### src/rtl/blwe_pkg.sv
// Shared types and constants for the BLWE noise sampler.
// Holds default sizes, LFSR constants and the sampler state encoding.
package blwe_pkg;

    localparam int N_DEFAULT = 4;
    localparam int Q_DEFAULT = 2;

    localparam int              LFSR_W            = 16;
    localparam logic [LFSR_W-1:0] LFSR_TAPS         = 16'hB400;
    localparam logic [LFSR_W-1:0] LFSR_DEFAULT_SEED = 16'hACE1;

    typedef enum logic [1:0] {
        IDLE  = 2'd0,
        FILL  = 2'd1,
        VALID = 2'd2
    } state_t;

    // A zero seed would lock the LFSR, so it maps to the default seed.
    function automatic logic [LFSR_W-1:0] fix_seed(input logic [LFSR_W-1:0] s);
        return (s == '0) ? LFSR_DEFAULT_SEED : s;
    endfunction

endpackage

### src/rtl/blwe_lfsr16.sv
// 16-bit right-shifting Galois LFSR used as the noise bit source.
// rnd_bit is the low bit consumed by the current step.
module blwe_lfsr16
    import blwe_pkg::*;
(
    input  logic              clk,
    input  logic              rst,
    input  logic              load,
    input  logic              step,
    input  logic [LFSR_W-1:0] seed,
    output logic              rnd_bit
);

    logic [LFSR_W-1:0] lfsr;

    always_ff @(posedge clk) begin
        if (rst) begin
            lfsr <= LFSR_DEFAULT_SEED;
        end else if (load) begin
            lfsr <= fix_seed(seed);
        end else if (step) begin
            lfsr <= (lfsr >> 1) ^ (lfsr[0] ? LFSR_TAPS : '0);
        end
    end

    assign rnd_bit = lfsr[0];

endmodule

### src/rtl/blwe_noise_sampler.sv
// Fills one bundle of binary noise polynomials/scalars from the LFSR,
// one bit per cycle, then presents it with a valid/ready handshake.
module blwe_noise_sampler
    import blwe_pkg::*;
#(
    parameter int N = N_DEFAULT,
    parameter int Q = Q_DEFAULT
) (
    input  logic                clk,
    input  logic                rst,
    input  logic                seed_load,
    input  logic [15:0]         seed,
    input  logic                req,
    output logic                busy,
    output logic                out_valid,
    input  logic                out_ready,
    output logic [N-1:0][Q-1:0] r1,
    output logic [N-1:0][Q-1:0] e2,
    output logic [N-1:0][Q-1:0] e3,
    output logic [Q-1:0]        r2,
    output logic [Q-1:0]        e1
);

    localparam int CW = $clog2(3*N+2);
    localparam logic [CW-1:0] LAST = CW'(3*N+1);

    state_t        state, state_next;
    logic [CW-1:0] cnt;
    logic          load, step, rnd_bit;
    logic [Q-1:0]  coef;

    blwe_lfsr16 u_lfsr (
        .clk     (clk),
        .rst     (rst),
        .load    (load),
        .step    (step),
        .seed    (seed),
        .rnd_bit (rnd_bit)
    );

    assign load = (state == IDLE) && seed_load;
    assign step = (state == FILL);
    assign coef = Q'(rnd_bit);

    always_ff @(posedge clk) begin
        if (rst) begin
            state <= IDLE;
        end else begin
            state <= state_next;
        end
    end

    always_comb begin
        state_next = state;
        unique case (state)
            IDLE: begin
                if (!seed_load && req) begin
                    state_next = FILL;
                end
            end
            FILL: begin
                if (cnt == LAST) begin
                    state_next = VALID;
                end
            end
            VALID: begin
                if (out_ready) begin
                    state_next = req ? FILL : IDLE;
                end
            end
            default: state_next = IDLE;
        endcase
    end

    // cnt idles at zero, so every entry into FILL starts at bit 0.
    always_ff @(posedge clk) begin
        if (rst) begin
            cnt <= '0;
        end else if (state == FILL && cnt != LAST) begin
            cnt <= cnt + 1'b1;
        end else begin
            cnt <= '0;
        end
    end

    always_ff @(posedge clk) begin
        if (rst) begin
            r1 <= '0;
            e2 <= '0;
            e3 <= '0;
            r2 <= '0;
            e1 <= '0;
        end else if (state == FILL) begin
            for (int k = 0; k < N; k++) begin
                if (cnt == CW'(k))       r1[k] <= coef;
                if (cnt == CW'(N + k))   e2[k] <= coef;
                if (cnt == CW'(2*N + k)) e3[k] <= coef;
            end
            if (cnt == CW'(3*N)) r2 <= coef;
            if (cnt == LAST)     e1 <= coef;
        end
    end

    assign busy      = (state == FILL);
    assign out_valid = (state == VALID);

endmodule

### config.mk
export PLATFORM = sky130hd
export DESIGN_NAME = blwe_noise_sampler
export DESIGN_NICKNAME = d
export VERILOG_FILES = /design/src/rtl/blwe_pkg.sv /design/src/rtl/blwe_lfsr16.sv /design/src/rtl/blwe_noise_sampler.sv
export SDC_FILE = /design/constraint.sdc
export NUM_CORES = 1
export LEC_CHECK = 0
export CAP_MARGIN = 20
export CORE_MARGIN = 1.5
export CORE_UTILIZATION = 40
export CTS_CLUSTER_SIZE = 24
export DETAILED_ROUTE_END_ITERATION = 7
export HOLD_SLACK_MARGIN = 0.06
export PLACE_DENSITY_LB_ADDON = 0.15
export SYNTH_ARGS = -nofsm -noshare
export SYNTH_HDL_FRONTEND = slang
export SYNTH_SLANG_ARGS = --single-unit
export TNS_END_PERCENT = 10
### constraint.sdc
create_clock -name clk -period 1.2 [get_ports clk]
set_input_delay 0.12 -clock clk [delete_from_list [all_inputs] [get_ports clk]]
set_output_delay 0.12 -clock clk [all_outputs]
set_load 0.005 [all_outputs]
=== Word-level counts from Yosys, hierarchy flattened ===
Index checks and enable logic that the tools add are counted.

* Mux-type cells: 9
* Equality and inequality tests: 19
* Bitwise logic cells: 2
* Reductions and logical operators: 24
* $add $sub $neg: 1

{| class="wikitable"
|+ Operators with widths
! kind !! count
|-
| 16-bit 2-to-1 mux || 4
|-
| 2-bit AND reduction || 14
|-
| 4-bit equality test, second input constant || 6
|-
| 4-bit by 3-bit equality test with 1-bit output, second input constant || 4
|-
| 16-bit logical NOT || 1
|-
| 15-bit by 16-bit bitwise XOR with 16-bit output || 1
|-
| 4-bit by 2-bit equality test with 1-bit output, second input constant || 2
|-
| 2-bit 2-to-1 mux || 3
|-
| 2-bit by 1-bit != test with 1-bit output, second input constant || 3
|-
| 2-bit one-hot mux with 3 select lines || 1
|-
| 4-bit by 1-bit adder with 4-bit output, second input constant || 1
|-
| 4-bit by 1-bit equality test with 1-bit output, second input constant || 1
|-
| 4-bit logical NOT || 1
|-
| 4-bit != test, second input constant || 1
|-
| 1-bit logical AND || 3
|-
| 3-bit AND reduction || 1
|-
| 2-bit by 1-bit equality test with 1-bit output, second input constant || 1
|-
| 2-bit equality test, second input constant || 1
|-
| 2-bit logical NOT || 1
|-
| 2-bit nonzero test || 1
|-
| 2-bit OR reduction || 1
|-
| 1-bit logical NOT || 1
|-
| 1-bit 2-to-1 mux || 1
|-
| 1-bit NOT || 1
|}

* Bits in registers: 36

=== Longest topological paths before layout ===
* Word-level depth: 4
* Depth in mapped cells: 6

=== By module ===
Synthesis repeated with hierarchy kept, for this count alone.

* Cell total of the unflattened synthesis: 200
* Area total of the unflattened synthesis: 1916.8 um^2

{| class="wikitable"
|+ Modules (own cells, without submodules)
! module !! times used !! sequential area each (um^2) !! cells an instance !! area an instance (um^2)
|-
| blwe_noise_sampler || 1 || 400.4 || 112 || 1041.0
|-
| blwe_lfsr16 || 1 || 320.3 || 88 || 875.8
|}

=== Least setup slack after synthesis ===
Ideal clock, no wire load.

* Kind: register -> register
* Start: reg state[1]
* End: reg u_lfsr.lfsr[0]
* Path slack: -0.064 ns
* Stages on the path, launching flop included: 6
* Buffers on the path: 2
* Library setup time: 0.135 ns
* Arrival: 1.129 ns
* Cells stage by stage: dfxtp_1 > or3b_1 > buf_6 > buf_12 > nor3_2 > a22oi_1

* Word-level cells in the longest chain between the ends: 3
* Elaborated cells on any way between the ends: 5
* Those cells by class: 1 x eq/ne; 1 x mux; 3 x reduce/logical

{| class="wikitable"
|+ Ends and longest elaborated chain
! what !! line !! text
|-
| start: declaration || blwe_noise_sampler.sv:27 || <nowiki>state_t state, state_next;</nowiki>
|-
| start signal: assignment || blwe_noise_sampler.sv:49 || <nowiki>state <= state_next;</nowiki>
|-
| 2-bit logical NOT || blwe_noise_sampler.sv:41 || <nowiki>assign load = (state == IDLE) && seed_load;</nowiki>
|-
| 1-bit logical AND || blwe_noise_sampler.sv:41 ||
|-
| 16-bit 2-to-1 mux / 2-bit nonzero test (equally long branches) || -- ||
|-
| end signal: assignment || blwe_lfsr16.sv:20 || <nowiki>lfsr <= fix_seed(seed);</nowiki>
|-
| end signal: assignment || blwe_lfsr16.sv:22 || <nowiki>lfsr <= (lfsr >> 1) ^ (lfsr[0] ? LFSR_TAPS : '0);</nowiki>
|-
| end: declaration || blwe_lfsr16.sv:14 || <nowiki>logic [LFSR_W-1:0] lfsr;</nowiki>
|}

Parallel ways exist; a longest one is shown, timed or not.
A chain may end at the register's enable or synchronous reset.

=== Worst setup path after layout ===
* Start: reg state[0]
* End: reg u_lfsr.lfsr[9]

Same word-level chain as after synthesis.

==> results.json <==
{
  "worst_ep_required_time_ns": 1.40,
  "global_route.overflow_total": 0,
  "critical_path.endpoint_type": "flip-flop",
  "pin_count_of_the_biggest_net_entering_global_routing": 18,
  "critPathKind": "reg2reg",
  "synth-warning-count": 0,
  "number_of_sinks_driven_by_the_clock_tree": 36,
  "final_setup_fails": 16,
  "seq_power_share": 0.429,
  "clock_latency_on_the_worst_skew_pair_ns": 0.29,
  "fin_ws_ns": -0.0726,
  "syn-cell-area_um2": 1940,
  "preCtsSetupSlack_ns": -0.332,
  "ctsHoldBuffers": 0,
  "timing.critical_path.fanout_max": 15,
  "design.portCount": 51,
  "grt_first_pass_wirelength_um": 7800,
  "initial_core_util": 0.413,
  "layout-drive-gt1-share": 0.298,
  "wire_per_inst_um": 13.5,
  "violations": "setup timing",
  "finalClockSkew_ns": 0.00814,
  "grt_usage": 0.191,
  "vdd_drop_max_mv": 0.626,
  "power.clock.fraction": 0.387,
  "tritoncts_clock_tree": "yes",
  "post_synth_edffs": 0,
  "vias_per_cell": 5.23,
  "detailed_place.area_um2": 2530,
  "dieWidth_um": 72.6,
  "finalCritPeriodShare": 1.06,
  "internal_power_w": 0.00229,
  "syn_to_final_growth_pct": 40.1,
  "area_fraction_of_the_dominant_cell_type_after_synthesis": 0.372,
  "final_period_minus_worst_setup_slack_ns": 1.27,
  "asyncSetResetFlopFracSynth": 0,
  "postSynthAreaPerCell_um2": 8.68,
  "hold_violations": 0,
  "worstHoldPathType": "in2reg",
  "status": "finished with violations",
  "p_comb_frac": 0.184,
  "cap_viol_max_count": 0,
  "grt_antenna_before_repair": 0,
  "ys_top_cells_by_area": "dfxtp_1 (37%), buf_4 (7.4%), nand4_1 (4.8%)",
  "portBuffers": 36,
  "hpwlAfterDp_um": 3360,
  "antenna_left": 0,
  "num_vias": 1808,
  "die_height_um": 72.6,
  "clkSlewWorstSetupHoldPaths_ns": 0.07,
  "rsz0062_at_grt": "true",
  "finalMaxSlewViolations": 0,
  "antenna_cells": 0,
  "cts-buffers-inserted": 5,
  "synthMostInstantiatedCell": "dfxtp_1",
  "power.net_switching_w": 0.000764,
  "floorplan.die_area_um2": 5270,
  "drcViolationCount": 0,
  "power.share.switching": 0.250,
  "critical_path.startpoint_type": "flip-flop",
  "grt_pass1_vias": 1732,
  "synth_seq_area_share": 0.372,
  "cts.root.buffer_cell": "clkbuf_8",
  "detailedRoute.firstIterationViolations": 87,
  "drt-pass1-iter-count": 4,
  "power_density_nw_per_um2": 1120,
  "fill_cells": 444,
  "fin_area_um2": 2710,
  "post_synthesis_register_bit_count": 36,
  "yosys.area.top_type": "dfxtp_1",
  "postRouteWirelength_um": 4670,
  "cts_max_level": 2,
  "post_synthesis_cells": 223,
  "core_area_um2": 4690,
  "yosys.cell_types.count": 35,
  "clockBufferDepth": 2,
  "ys_top_cells_by_count": "dfxtp_1 (36), nand2_1 (23), buf_4 (19)",
  "routabilityCongestion": 0.886,
  "row_count": 25,
  "dominantRegCellSynth": "dfxtp_1",
  "crit_arrival_ns": 1.47,
  "final_nets": 316,
  "p_leak_nw": 1.12,
  "max_freq_ghz": 0.786
}
## kinds of logic after synthesis
logic type                 after synthesis  synth area share
DFF                                     36             0.372
buffers and inverters                   34             0.127
muxes                                    1           0.00517
other                                    1           0.00194
adders and majority gates                4            0.0259
AOI/OAI and AO/OA                       56             0.193
and+or+nand+nor                         86             0.251
xor gates and xnor gates                 5            0.0226
## worst max-delay path, cell delays in order (launching register included)
cell      delay [ns]
dfxtp_4         0.37
buf_6           0.13
nor3b_4         0.20
buf_12          0.17
nand2_1         0.07
a311oi_2        0.24
## through the flow
stage          hold slack [ns]  total power (W)  instances   util  TNS (ns)
2_1_floorplan            0.260          0.00166        236      -    -0.352
3_3_place_gp             0.456          0.00187        335  0.539     -6.27
3_5_place_dp             0.457          0.00187        335  0.539     -7.09
4_1_cts                  0.377          0.00305        346  0.573     -1.05
5_1_grt                  0.425          0.00316        346  0.578     -2.38
6_report                 0.384          0.00305        346  0.578    -0.885
## path summary, 6_finish.rpt
| kind | cells past startpoint | slack (ns) | from | endpoint |
|---|---|---|---|---|
| setup / recovery | 5 | -0.07 | state[0]$_SDFFE_PP0P_ | u_lfsr.lfsr[9]$_SDFFE_PP0P_ |
| setup reg to reg | 5 | -0.07 | state[0]$_SDFFE_PP0P_ | u_lfsr.lfsr[9]$_SDFFE_PP0P_ |
| hold / removal | 3 | 0.38 | req | state[0]$_SDFFE_PP0P_ |
| hold reg to reg | 2 | 0.47 | u_lfsr.lfsr[7]$_SDFFE_PP1P_ | u_lfsr.lfsr[7]$_SDFFE_PP1P_ |
## layer usage
layer  share of wire  global-route usage  up-vias  wire length, um
li1                -                   -      911                -
met1            0.50               0.255      856             2350
met2            0.45               0.307       34             2110
met3           0.034              0.0431        7              159
met4           0.013              0.0566        0               60
met5               0                   0        -                0
## power by group through the flow
| stage | logic (W) | clock network (W) | registers (W) |
|---|---|---|---|
| 5_1_grt | 0.000610 | 0.00123 | 0.00132 |
| 3_3_place_gp | 0.000533 | 0 | 0.00133 |
| 3_5_place_dp | 0.000540 | 0 | 0.00133 |
| 4_1_cts | 0.000548 | 0.00119 | 0.00131 |
| 6_report | 0.000560 | 0.00118 | 0.00131 |
| 2_1_floorplan | 0.000346 | 0 | 0.00132 |
## cells in the final DEF (no fill, tap or decap), drive strengths merged, types with 8 or more instances in the layout
cell type      instances
a22oi                  8
buf                   45
dfxtp                 36
nor2                  16
o21ai                 15
nand2                 23
conb                  14
dlygate4sd2           14
nand4                 15
a21oi                 16
nor3                   9
clkdlybuf4s50         20
## sequential cells by signal, indices dropped and copies added (netlist names)
name,count
u_lfsr.lfsr,16
cnt,4
e2,4
e3,4
r1,4
state,2
e1,1
r2,1
## layout make-up
type,instances,area [um2],share of cell area
Inverter,3,11.3,0.00415
Clock buffer,7,96.3,0.0355
Tap cell,54,67.6,0.0249
Multi-Input combinational cell,166,1050,0.389
Clock inverter,1,30.0,0.0111
Sequential cell,36,738,0.272
Timing Repair Buffer,79,713,0.263
## what timing repair did
item / CTS / global route
resized for setup: 43 / 16
cloned: 0 / 0
buffers inserted: 3 / 0
pin swaps: 5 / 14
setup endpoints to repair: 52 / 36
(Power assumes the default switching activity.)
